==> src/rtl/cofi_sharpen.sv <==
// ----------------------------------------------------------------------------
// cofi_sharpen
//
// Horizontal edge-enhancement filter for the RGB video chain. It is the
// high-pass counterpart of the composite-blend low-pass stage. Per channel:
//
//     out = sat( d + floor(coefficient * (d - prev) / 16) )
//
// Two register stages sit between input and output for both colour and sync.
// Stage 1 captures the pixel and the boost product. It advances only on
// trigger clocks, so a scandoubled pixel gives the same result on both of its
// clocks. Stage 2 adds the product, saturates, and registers the output.
//
// Optional feature (define COFI_SHARPEN_CORING_EN):
//     noise coring. Any |delta| <= 2 is treated as 0 before the multiply.
//
// Ports:
//     clk                  video-chain clock
//     reset                asynchronous active-high reset
//     enable               1 = sharpen, 0 = bypass with identical latency
//     coefficient          boost strength 0..15 in sixteenths
//     scandoubler_disable  1 = each pixel is held for 2 clocks
//     hblank/vblank/hs/vs  sync and blank inputs
//     red/green/blue       colour inputs
//     *_out                sync and blank delayed 2 clocks, filtered colour
// ----------------------------------------------------------------------------
module cofi_sharpen #(
    parameter int VIDEO_DEPTH = 8
) (
    input  logic                   clk,
    input  logic                   reset,
    input  logic                   enable,
    input  logic [3:0]             coefficient,
    input  logic                   scandoubler_disable,
    input  logic                   hblank,
    input  logic                   vblank,
    input  logic                   hs,
    input  logic                   vs,
    input  logic [VIDEO_DEPTH-1:0] red,
    input  logic [VIDEO_DEPTH-1:0] green,
    input  logic [VIDEO_DEPTH-1:0] blue,
    output logic                   hblank_out,
    output logic                   vblank_out,
    output logic                   hs_out,
    output logic                   vs_out,
    output logic [VIDEO_DEPTH-1:0] red_out,
    output logic [VIDEO_DEPTH-1:0] green_out,
    output logic [VIDEO_DEPTH-1:0] blue_out
);

    localparam int W = VIDEO_DEPTH;

`ifdef COFI_SHARPEN_CORING_EN
    localparam logic signed [W:0] CORE_LIM = 2;
`endif

    typedef enum logic [1:0] {
        ST_BLANK = 2'd0,
        ST_FIRST = 2'd1,
        ST_RUN   = 2'd2
    } line_state_t;

    logic        trigger_reg;
    line_state_t state_reg;
    line_state_t cur_state;
    logic        boost_en;
    logic [3:0]  sync_s1_reg;
    logic [3:0]  sync_s2_reg;

    logic [W-1:0] pix_in  [3];
    logic [W-1:0] pix_out [3];

    assign pix_in[0] = red;
    assign pix_in[1] = green;
    assign pix_in[2] = blue;

    // Step enable. It is held high through blanking, so the first active
    // clock after hblank is always a step. That aligns the 2-clock cadence to
    // the start of each line when scandoubling.
    always_ff @(posedge clk or posedge reset) begin
        if (reset) begin
            trigger_reg <= 1'b1;
        end else begin
            trigger_reg <= !trigger_reg || hblank || !scandoubler_disable;
        end
    end

    // cur_state is the state of the current clock. Blanking or bypass takes
    // effect immediately. The first active step of a line is FIRST, so it has
    // no left neighbour to difference against.
    always_comb begin
        cur_state = ST_RUN;
        if (hblank || !enable) begin
            cur_state = ST_BLANK;
        end else if (state_reg == ST_BLANK) begin
            cur_state = ST_FIRST;
        end
    end

    // The state advances only on steps. A drop to BLANK is taken on any clock.
    always_ff @(posedge clk or posedge reset) begin
        if (reset) begin
            state_reg <= ST_BLANK;
        end else if (trigger_reg || cur_state == ST_BLANK) begin
            state_reg <= cur_state;
        end
    end

    assign boost_en = (cur_state == ST_RUN);

    // Sync and blank shift register, packed as {hblank, vblank, hs, vs}.
    always_ff @(posedge clk or posedge reset) begin
        if (reset) begin
            sync_s1_reg <= 4'b1100;
            sync_s2_reg <= 4'b1100;
        end else begin
            sync_s1_reg <= {hblank, vblank, hs, vs};
            sync_s2_reg <= sync_s1_reg;
        end
    end

    assign hblank_out = sync_s2_reg[3];
    assign vblank_out = sync_s2_reg[2];
    assign hs_out     = sync_s2_reg[1];
    assign vs_out     = sync_s2_reg[0];

    genvar gi;
    generate
        for (gi = 0; gi < 3; gi++) begin : g_chan
            logic [W-1:0]          d_reg;
            logic [W-1:0]          prev_reg;
            logic [W-1:0]          out_reg;
            logic signed [W+4:0]   prod_reg;
            logic signed [W:0]     delta_raw;
            logic signed [W:0]     delta;
            logic signed [W+4:0]   delta_ext;
            logic signed [W+4:0]   coef_ext;
            logic signed [W+4:0]   prod_next;
            logic signed [W+4:0]   prod_sh;
            logic [W+5:0]          sum;

            always_comb begin
                // A modular (W+1)-bit difference of zero-extended pixels is
                // the exact two's-complement signed delta.
                delta_raw = {1'b0, pix_in[gi]} - {1'b0, prev_reg};
                delta     = boost_en ? delta_raw : '0;
`ifdef COFI_SHARPEN_CORING_EN
                if ((delta_raw <= CORE_LIM) && (delta_raw >= -CORE_LIM)) begin
                    delta = '0;
                end
`endif
                delta_ext = {{4{delta[W]}}, delta};
                coef_ext  = {{(W + 1){1'b0}}, coefficient};
                // 15 * -(2^W - 1) still fits in W+5 signed bits.
                prod_next = coef_ext * delta_ext;
                // The arithmetic shift floors toward minus infinity.
                prod_sh   = prod_reg >>> 4;
                // Bit W+5 of sum is the sign. Bits W+4..W are the overflow.
                sum       = {6'b0, d_reg} + {prod_sh[W+4], prod_sh};
            end

            always_ff @(posedge clk or posedge reset) begin
                if (reset) begin
                    d_reg    <= '0;
                    prev_reg <= '0;
                    prod_reg <= '0;
                end else if (trigger_reg) begin
                    d_reg    <= pix_in[gi];
                    prev_reg <= pix_in[gi];
                    prod_reg <= prod_next;
                end
            end

            always_ff @(posedge clk or posedge reset) begin
                if (reset) begin
                    out_reg <= '0;
                end else if (sum[W+5]) begin
                    out_reg <= '0;
                end else if (|sum[W+4:W]) begin
                    out_reg <= '1;
                end else begin
                    out_reg <= sum[W-1:0];
                end
            end

            assign pix_out[gi] = out_reg;
        end
    endgenerate

    assign red_out   = pix_out[0];
    assign green_out = pix_out[1];
    assign blue_out  = pix_out[2];

endmodule

==> config.mk <==
export PLATFORM = sky130hd
export DESIGN_NAME = cofi_sharpen
export DESIGN_NICKNAME = d
export VERILOG_FILES = /design/src/rtl/cofi_sharpen.sv
export SDC_FILE = /design/constraint.sdc
export NUM_CORES = 1
export LEC_CHECK = 0
export ABC_AREA = 0
export CORE_MARGIN = 2
export CORE_UTILIZATION = 43
export DETAILED_ROUTE_END_ITERATION = 16
export PLACE_DENSITY = 0.65
export SYNTH_ARGS = -nofsm -noshare
export SYNTH_HDL_FRONTEND = slang
export SYNTH_SLANG_ARGS = --single-unit
export TNS_END_PERCENT = 20
==> constraint.sdc <==
create_clock -name clk -period 6.3 [get_ports clk]
set_input_delay 1.89 -clock clk [delete_from_list [all_inputs] [get_ports clk]]
set_output_delay 1.89 -clock clk [all_outputs]
set_load 0.02 [all_outputs]
=== After elaboration in Yosys (flattened, before gate mapping) ===
Index checks and enable logic that the tools add are counted.
W data, S select, Z words.

* ROM bits: 0
* Logic and storage cells: 46
* Bits in writable memories: 0
* Latch bits: 0
* Bits in registers: 98
* Bits of input ports: 36
* Memories: 0

* Eq/ne operators: 1
* Bitwise logic cells: 0
* Add/sub/neg operators: 6
* $mul: 3
* Mux-type cells: 11
* Reductions and logical operators: 12
* Div/mod/pow operators: 0
* $lt $le $gt $ge: 0
* Shift-type cells: 0

{| class="wikitable"
|+ Operators with widths
! cell !! number
|-
| $mux W8 || 6
|-
| $mul A5 B9 Y13 || 3
|-
| $add A9 B9 Y10 || 3
|-
| $mux W9 || 3
|-
| $sub A8 B8 Y9 || 3
|-
| $reduce_or A5 Y1 || 3
|-
| $logic_not A2 Y1 || 2
|-
| $logic_or A1 B1 Y1 || 4
|-
| $mux W2 || 2
|-
| $logic_not A1 Y1 || 3
|-
| $eq A2 B2 Y1 const B || 1
|}

=== Depth between registers and ports, before layout ===
* Depth after elaboration: 6
* Gate-level depth with buffers: 23
* Mapped depth without buffers: 23

=== Worst setup path after synthesis ===
No wires, ideal clock.

* Path type: input-to-reg
* From: input port red[1]
* To: register g_chan[0].prod_reg[12]
* Buffers on the path: 0
* Arrival time: 6.450 ns
* Cell stages on the path: 21
* Setup slack: -0.275 ns
* Cells stage by stage: ha_1 nor2b_1 o21ai_0 a21boi_0 o21ai_0 a21boi_0 nor3_1 and2_1 ha_1 fa_1 inv_1 fa_1 inv_1 ha_1 a21o_1 a21o_1 a211oi_1 nor2_1 o311a_1 xor2_1 mux2_4

* Longest elaborated chain between the ends: 3

{| class="wikitable"
|+ RTL lines
! element !! RTL line !! source
|-
| start, declared || 39 || <nowiki>input logic [VIDEO_DEPTH-1:0] red,</nowiki>
|-
| $sub A8 B8 Y9 || 145 || <nowiki>delta_raw = {1'b0, pix_in[gi]} - {1'b0, prev_reg};</nowiki>
|-
| $mux W9 || 146 || <nowiki>delta = boost_en ? delta_raw : '0;</nowiki>
|-
| $mul A5 B9 Y13 || 155 || <nowiki>prod_next = coef_ext * delta_ext;</nowiki>
|-
| end signal, assigned || 170 || <nowiki>prod_reg <= prod_next;</nowiki>
|-
| end, declared || 133 || <nowiki>logic signed [W+4:0] prod_reg;</nowiki>
|}

Every way passes these cells.
A chain may end at the register's enable or synchronous reset.

=== Final worst setup path ===
Same ends and word-level chain as after synthesis.

==> impl_metrics.ini <==
[run_status]
outcome = completed

[route]
detail-route-antenna-nets = 0
totalWireLength_um = 20100
routed_via_density = 4.94
drtIter0Drc = 347
drc_errors = 0
wl_per_cell_um = 14.2
firstDrtPassIters = 5
via_count = 6988

[floorplanning]
core-area_um2 = 19300
io_pins = 64
row_count = 51
dieArea_um2 = 20700
start_util = 0.435
die_h_um = 144
die_w_um = 144

[grt]
grt_pass1_wl_um = 32800
track_usage = 0.200
grt_pass1_vias = 7158
grt_max_degree = 80
grt_overflow = 0
antenna_found_initial = 0

[logic_synthesis]
avgSynthCellArea_um2 = 8.92
synth_top_flop_cell = dfrtp_1
synth-seq-cells = 86
syn_inst = 943
synth_top_area_cell = dfrtp_1
synth_cell_types = 50
syn-cell-area_um2 = 8410
ys_seq_area_frac = 0.257
synth.top_cells.by_area = dfrtp_1, ha_1, fa_1
synth_top_area_frac = 0.241
syn_nets = 1147
async_reset_ff_frac = 1.00
synth_edf_count = 0
yosys_warnings = 0

[layout]
final_common_cell = buf_4
diodes = 0
largest_register_ff_count = 27
fillers = 1654
area_growth_pct = 34.3
final_cell_area_um2 = 11300
drive_above_1_share = 0.254
final_cell_mix = buf_4, inv_1, ha_1
num-nets-final = 1350

[clock_network]
cts_tree = built
worstSkewPairLatency_ns = 0.36
clkSinkCount = 86
htree_levels = 3
cts_max_path_buffers = 2
cts_made_buffers = 9
clkTransAtPathRegs_ns = 0.07
ctsHoldBuffers = 0
root_buffer = clkbuf_16

[worst_setup_path]
cp-end-kind = flip-flop
critPathTopFamily = adder cells
crit_path_cell_trace = clkbuf_2 > ha_4 > nor2b_4 > o21ai_4 > a21boi_4 > o21ai_2 > nor3b_2 > nor3_2 > and2_4 > ha_4 > fa_1 > inv_2 > fa_1 > inv_2 > ha_4 > a21o_1 > a21o_4 > a211oi_4 > nor2_2 > o311a_1 > xor2_1 > mux2_4
critPathArrivalTime_ns = 6.49
cpMaxStageDelayCell = fa_1
criticalPathCategory = in2reg
critPathBufInv = 3
required_ns = 6.54
cp-start-kind = input pin
cp_common_cell = ha_4
max_stage_delay_ns = 0.51
cp_num_cells = 22
ff2ff_path_depth = 22
critPathMaxFanout = 3

[sta]
report.final.slew_viol_count = 0
finalSetupTns_ns = 0
hold_viol = 0
post-route-period-util = 0.993
finalSetupViolCount = 0
slew-limit-headroom = 0.443
finClkSkew_ns = 0.0105
fmax_ghz = 0.160
period_minus_slack_ns = 6.26
worst_pin_slew_ns = 0.835
rsz0062_at_grt = true

[hold_path]
whs_path_depth = 0
hp-class = reg2reg

[pwr]
p_per_area_nw_per_um2 = 174
finalPower_mw = 1.97
peakVddDrop_uv = 156
p_leak_nw = 5.66

[placement]
hpwlAfterDp_um = 15400
portBuffers = 63
placed_area_um2 = 10400
gp_congestion = 0.839

[job]
drv_cap = 0
-- power by group --
group          internal (mW)  total, mW  switching, mW
logic                  0.366      0.740          0.375
clock network          0.313      0.566          0.253
registers              0.627      0.660         0.0335
total                   1.31       1.97          0.661
-- synthesized netlist by cell type, types with 5 or more instances --
library cell and number:
or2_2 6, and2_1 35, nand2_1 63, ha_1 111, dfrtp_1 81, clkbuf_1 18, a21boi_0 7, o21ai_0 58
nor2_1 92, a21oi_1 58, a21o_1 15, o41ai_1 5, inv_1 149, nand2b_1 12, fa_1 57, xnor2_1 33
nor2b_1 10, mux2_2 17, xor2_1 24, dfstp_2 5, nand3_1 8, o21bai_1 5, a211oi_1 5, nor3_1 20
-- stage by stage --
step / hold slack (ns) / setup slack, ns / cells / util
2_1_floorplan: 0.331 / 0.0202 / 943 / -
3_3_place_gp: 0.334 / -0.737 / 1385 / 0.536
3_5_place_dp: 0.336 / -0.845 / 1385 / 0.536
4_1_cts: 0.352 / -0.0145 / 1407 / 0.564
5_1_grt: 0.359 / -0.0975 / 1416 / 0.584
6_report: 0.349 / 0.0446 / 1416 / 0.584
-- kinds of logic (layout without fill, tap and decap cells) --
kind of cell    Yosys count  after routing  synth area share
fa+ha+maj               168            168             0.301
simple gates            271            271             0.158
flops                    86             86             0.257
mux                      19             19            0.0257
buf+inv                 169            377            0.0759
compound gates          172            172             0.121
xor+xnor                 58             58            0.0620
-- worst paths after layout --
check / slack, ns / to / from
worst max-delay path: 0.04 / g_chan[0].prod_reg[12] / red[1]
worst min-delay path: 0.35 / sync_s2_reg[1] / sync_s1_reg[1]
worst max register to register: 1.12 / g_chan[0].prod_reg[12] / g_chan[0].prev_reg[1]
worst min register to register: 0.35 / sync_s2_reg[1] / sync_s1_reg[1]
max in group asynchronous: 3.26 / g_chan[2].prod_reg[10] / reset
min in group asynchronous: 1.95 / sync_s2_reg[1] / reset
-- metal layers --
layer,track usage,part of all wire
met1,0.260,0.45
met2,0.347,0.50
met3,0.0300,0.035
met4,0.0557,0.018
met5,0,0
-- cell type report --
cell class	count	area, um2	area share
Multi-Input combinational cell	688	6190	0.548
Sequential cell	86	2160	0.191
Timing Repair Buffer	211	1750	0.155
Inverter	150	567	0.0502
Tap cell	265	332	0.0293
Clock buffer	9	225	0.0199
Clock inverter	7	80.1	0.00709
-- worst reg2reg max path, delay by kind of cell (launching register included) --
| family | cells | cell delay, ns |
|---|---|---|
| fa+ha+maj | 5 | 1.72 |
| simple gates | 4 | 0.58 |
| buf+inv | 5 | 0.59 |
| mux | 1 | 0.25 |
| compound gates | 6 | 1.37 |
| xor+xnor | 1 | 0.15 |
| flops | 1 | 0.42 |
-- timing repair --
| action | 4_1_cts | 5_1_grt |
|---|---|---|
| gates resized for setup | 53 | 78 |
| endpoints found under the setup margin | 16 | 12 |
| pin swaps | 46 | 53 |
| setup buffers | 6 | 9 |
No activity file was read; power rests on OpenSTA's default activity.
